==> src/rtl/fetch_stage.sv <==
// fetch_stage: PC + IF/ID register with redirect/stall/EBREAK halt; FETCH_PERF_CNT_EN adds fetch/bubble counters
module fetch_stage #(
    parameter logic [31:0] RESET_PC = 32'h0000_0000,
    parameter logic [31:0] NOP_INST = 32'h0000_0033
) (
    input  logic        clk,
    input  logic        rst,
    input  logic        stall,
    input  logic        pc_src,
    input  logic [31:0] redirect_target,
    input  logic        eb_n,
    output logic [31:0] imem_addr,
    input  logic [31:0] imem_rdata,
    output logic [31:0] ifid_pc,
    output logic [31:0] ifid_pc4,
    output logic [31:0] ifid_inst,
    output logic        ifid_valid,
`ifdef FETCH_PERF_CNT_EN
    output logic [31:0] fetch_count,
    output logic [31:0] bubble_count,
`endif
    output logic        halted
);
    typedef enum logic {RUN, HALT} state_t;
    state_t state, state_nx;
    logic [31:0] pc, pc_nx, ifid_pc_nx, ifid_pc4_nx, ifid_inst_nx;
    logic ifid_valid_nx, redirect, halt_req, advance, bubble;
    always_comb begin
        redirect = state == RUN && pc_src;
        halt_req = state == RUN && !pc_src && !eb_n && ifid_valid;
        advance = state == RUN && !pc_src && !halt_req && !stall;
        bubble = redirect || halt_req;
        state_nx = halt_req ? HALT : state;
        pc_nx = redirect ? {redirect_target[31:1], 1'b0} : advance ? pc + 32'd4 : pc;
        ifid_pc_nx = advance ? pc : ifid_pc;
        ifid_pc4_nx = advance ? pc + 32'd4 : ifid_pc4;
        ifid_inst_nx = bubble ? NOP_INST : advance ? imem_rdata : ifid_inst;
        ifid_valid_nx = bubble ? 1'b0 : advance ? 1'b1 : ifid_valid;
    end
    always_ff @(posedge clk) begin
        if (rst) begin
            state <= RUN;
            pc <= RESET_PC;
            ifid_pc <= '0;
            ifid_pc4 <= '0;
            ifid_inst <= NOP_INST;
            ifid_valid <= 1'b0;
        end else begin
            state <= state_nx;
            pc <= pc_nx;
            ifid_pc <= ifid_pc_nx;
            ifid_pc4 <= ifid_pc4_nx;
            ifid_inst <= ifid_inst_nx;
            ifid_valid <= ifid_valid_nx;
        end
    end
`ifdef FETCH_PERF_CNT_EN
    always_ff @(posedge clk) begin
        if (rst) begin
            fetch_count <= '0;
            bubble_count <= '0;
        end else begin
            fetch_count <= fetch_count + {31'd0, advance};
            bubble_count <= bubble_count + {31'd0, bubble};
        end
    end
`endif
    assign imem_addr = pc;
    assign halted = state == HALT;
endmodule

==> config.mk <==
export PLATFORM = sky130hd
export DESIGN_NAME = fetch_stage
export DESIGN_NICKNAME = d
export VERILOG_FILES = /design/src/rtl/fetch_stage.sv
export SDC_FILE = /design/constraint.sdc
export NUM_CORES = 1
export LEC_CHECK = 0
export CORE_MARGIN = 3
export CORE_UTILIZATION = 40
export DETAILED_ROUTE_END_ITERATION = 8
export PLACE_DENSITY = 0.76
export SYNTH_ARGS = -nofsm -noshare
export SYNTH_HDL_FRONTEND = slang
export SYNTH_SLANG_ARGS = --single-unit
==> constraint.sdc <==
create_clock -name clk -period 2.07 [get_ports clk]
set_clock_uncertainty 0.05 [all_clocks]
set_input_delay 0.414 -clock clk [delete_from_list [all_inputs] [get_ports clk]]
set_output_delay 0.414 -clock clk [all_outputs]
set_load 0.02 [all_outputs]
## Word-level counts from Yosys, hierarchy flattened

Cells that the tools add are included.
W data, S select, Z words.

| word-level totals | value |
|---|---|
| bits in registers | 130 |
| bits of input ports | 69 |
| output and inout bits | 130 |
| word-level logic and storage cells | 25 |

| operators by class | value |
|---|---|
| add/subtract/negate cells | 1 |
| muxes and demuxes | 2 |
| bitwise operators | 1 |
| reduce and logical (&&, ||, !) cells | 14 |

Operators by type and width:

| operator | number |
|---|---|
| $mux W32 | 2 |
| $add A32 B3 Y32 const B | 1 |
| $logic_and A1 B1 Y1 | 6 |
| $logic_not A1 Y1 | 4 |
| $reduce_or A2 Y1 | 2 |
| $reduce_bool A2 Y1 | 1 |
| $logic_or A1 B1 Y1 | 1 |
| $not A1 Y1 | 1 |

## Depth between registers and ports, before layout

| depth | value |
|---|---|
| word-level depth | 9 |
| depth in mapped cells | 7 |
| gate-level depth less buffers | 6 |

## Worst setup path before layout

OpenSTA, ideal clock, no wires.

| path | value |
|---|---|
| kind | register -> register |
| start point | reg pc[2] (netlist: imem_addr[2]) |
| end point | reg pc[28] (netlist: imem_addr[28]) |
| library setup time | 74 ps |
| arrival | 2003 ps |
| required time | 1946 ps |
| slack | -58 ps |
| stages on the path, launching flop included | 7 |
| path buffers | 0 |
| clock period less this slack | 2128 ps |
| cells stage by stage | dfxtp_1 > ha_1 > inv_1 > nor4_4 > nand4_2 > or3_1 > a31oi_1 |

| between the ends | value |
|---|---|
| word-level cells in the longest chain between the ends | 3 |

Ends and longest elaborated chain:

| element | line | text |
|---|---|---|
| start, declared | 26 | `logic [31:0] pc, pc_nx, ifid_pc_nx, ifid_pc4_nx, ifid_inst_nx;` |
| start signal, assigned | 50 | `pc <= pc_nx;` |
| $add A32 B3 Y32 | 34 | `pc_nx = redirect ? {redirect_target[31:1], 1'b0} : advance ? pc + 32'd4 : pc;` |
| $mux W32 (2 in series) | 34 |  |

Every way passes these cells. The select of a mux whose other input is x is not followed.
A chain may end at the register's enable or synchronous reset.

## Final worst setup path

| path | value |
|---|---|
| start point | reg pc[24] (netlist: imem_addr[24]) |
| end point | out imem_addr[24] |

RTL lines:

| element | line | text |
|---|---|---|
| end, declared | 12 | `output logic [31:0] imem_addr,` |

No word-level cell between the ends.

==> impl_metrics.ini <==
[grt]
grt.overflow.total = 0
wire_length_of_the_first_global_routing_pass_mm = 26.3
grt_start_max_net_pins = 37
global_route.usage.total_pct = 22.3
grt_pass1_vias = 5345
number_of_antenna_violations_at_the_first_check_in_global_routing = 0

[routing]
post_drt_via_cell_ratio = 5.22
vias = 5477
avgRoutedWirePerCell_um = 16.0
route.antenna.remaining_nets = 0
initialDrtViolationCount = 289
drc = 0
drt_pass1_iterations = 5
totalWireLength_mm = 16.8

[final_layout]
num-fill-cells = 1077
final_core_utilization_pct = 64.9
share_of_layout_cells_above_drive_strength_1_pct = 11.0
layout.cells.most_common = sky130_fd_sc_hd__clkdlybuf4s50_1
diodes = 0
layoutNonFillerInstCount = 1050
stdcell_area_sq_mm = 0.00832
num-nets-final = 935
final_cell_mix = sky130_fd_sc_hd__clkdlybuf4s50_1, sky130_fd_sc_hd__nand2_1, sky130_fd_sc_hd__dfxtp_1
syn2layout_area_growth_pct = 55.9

[power_and_ir_drop]
power.ir.vdd_worst_mv = 0.512
lkg_pwr_nw = 3.14
totalPowerFinal_mw = 6.50
power_density_mw_per_mm2 = 781

[flow_run]
drv_cap = 0

[worst_setup_path]
cp_cell_sequence = clkdlybuf4s50_1
cp_num_buf_inv = 1
crit_arrival_ps = 1570
worst_ep_required_time_ps = 1610
cp-start-kind = flop
timing.setup.critical_path_class = flop to output pin
worst_setup_path_end_kind = output pin
slowest_delay_ps = 670
critical_path_peak_fanout = 8
critical-path-top-delay-family = buffers and inverters
critPathSlowestCell = sky130_fd_sc_hd__clkdlybuf4s50_1

[placement]
dp_slack_ps = -213
finalWeightedCongestion = 0.816
port_buffers = 194
post_dp_cell_area_sq_mm = 0.00772
dp.cells = 1017
place.detailed.hpwl_mm = 12.1

[timing]
max_slew_violation_count = 0
timing_worst_slew_pin_value_ps = 573
fmax_ghz = 0.492
finalCritPeriodShare_pct = 98.1
hold-worst-slack_ps = 366
final.min_clock_period_ps = 2030
max_slew_margin_pct = 61.8
report.final.hold_viol_count = 0
finalWorstSetupSlack_ps = 39.2
rsz0062_at_grt = no
finalSetupViolations = 0
finalSetupTns_ps = 0

[synthesis]
yosysTopAreaCell = sky130_fd_sc_hd__dfxtp_1
post_synth_and_or_nand_nor_area_fraction_pct = 24.4
synth_top_cell_area_share_pct = 47.3
synth_compound_gate_area_share_pct = 16.9
synth.cell_area_sq_mm = 0.00534
synth-async-reset-ratio_pct = 0
synth.lib_cells_used.distinct = 45
average_instance_area_after_synthesis_sq_um = 8.15
yosysWarningCount = 0
share_of_synthesized_area_occupied_by_flip_flops_and_latches_pct = 47.3
synth.top_cells.by_area = sky130_fd_sc_hd__dfxtp_1, sky130_fd_sc_hd__nand2_1, sky130_fd_sc_hd__a21oi_1, sky130_fd_sc_hd__a211oi_1, sky130_fd_sc_hd__xor2_1
synthesis.instances = 655
yosys_most_used_dff = sky130_fd_sc_hd__dfxtp_1
synth-seq-cells = 126
fraction_of_synthesized_cell_area_in_xor_and_xnor_cells_pct = 5.91
yosys.area_share.adder_pct = 0.234
main_combinational_cell_family_by_area_after_synthesis = simple AND/OR/NAND/NOR gates
synthMuxAreaShare_pct = 0
number_of_synthesized_flops_with_an_enable_pin = 0

[floorplan]
pin_count = 199
std_cell_rows = 41
die_height_um = 122
chipWidth_um = 122
initial_utilization_pct = 41.6
core_sq_mm = 0.0128
dieArea_sq_mm = 0.0148

[run_status]
status = complete, no violations

[cts]
tritoncts_num_sinks = 126
clockRootBuffer = sky130_fd_sc_hd__clkbuf_16
ctsLongestPathBuffers = 2
worst_skew_pair.late_latency_ps = 420
numCtsBuffers = 17
cts_tree = done
h-tree-depth = 4
clk_pin_slew_worst_paths_ps = 50

[worst_hold_path]
hold_path_class = primary input to flop
## Yosys cell counts, types with 8 or more instances
master,n
sky130_fd_sc_hd__nand2_1,144
sky130_fd_sc_hd__dfxtp_1,126
sky130_fd_sc_hd__a21oi_1,73
sky130_fd_sc_hd__nor2_1,63
sky130_fd_sc_hd__a211oi_1,36
sky130_fd_sc_hd__clkbuf_1,29
sky130_fd_sc_hd__xor2_1,28
sky130_fd_sc_hd__buf_2,19
sky130_fd_sc_hd__nand3_1,19
sky130_fd_sc_hd__nand4_1,16
sky130_fd_sc_hd__o21ai_0,11
sky130_fd_sc_hd__nor3_1,10
sky130_fd_sc_hd__and3_1,8
sky130_fd_sc_hd__xnor2_1,8
## routing by layer
metal / up-vias / global-route usage (%) / share of wire, %
met2: 170 / 38.1 / 51
met5: - / 0 / 0
met4: 0 / 8.89 / 2.0
met3: 22 / 5.92 / 6.0
li1: 2665 / - / -
met1: 2620 / 26.6 / 41
## layout make-up
type                            count  area, sq um  area share, %
Multi-Input combinational cell    471         2570           30.9
Sequential cell                   126         2520           30.3
Clock buffer                       27          523           6.29
Inverter                            2         7.51         0.0902
Tap cell                          172          215           2.59
Timing Repair Buffer              247         2420           29.1
Clock inverter                      5         52.6          0.632
## registers in the layout, indices dropped and copies added (netlist names)
| name | flops |
|---|---|
| ifid_pc4 | 30 |
| halted | 1 |
| ifid_inst | 32 |
| ifid_valid | 1 |
| imem_addr | 31 |
| ifid_pc | 31 |
## repair_timing
item	in CTS	in global routing
pin swaps	0	1
endpoints found under the setup margin	4	8
gates resized for setup	4	7
hold endpoints to repair	0	0
setup buffers	0	1
hold buffers	0	0
## final timing paths
check                      from             to  slack, ps  cells past startpoint
setup reg to reg   imem_addr[2]  imem_addr[24]        170                      8
hold reg to reg     ifid_pc[17]    ifid_pc[17]        400                      2
hold / removal              rst    ifid_pc[28]        370                      2
setup / recovery  imem_addr[24]  imem_addr[24]         40                      1
## where the power goes
group | switching (mW) | internal, mW
Clock | 1.03 | 1.84
Sequential | 0.0967 | 2.54
Combinational | 0.511 | 0.488
## cell families after synthesis
kind of cell / count (synthesis)
buffers and inverters: 60
flip-flops: 126
XOR/XNOR: 36
other: 1
AO/OA/AOI/OAI: 147
adder cells (fa/ha/maj): 1
AND/OR/NAND/NOR: 284
Power figures use the tool's default switching activity.
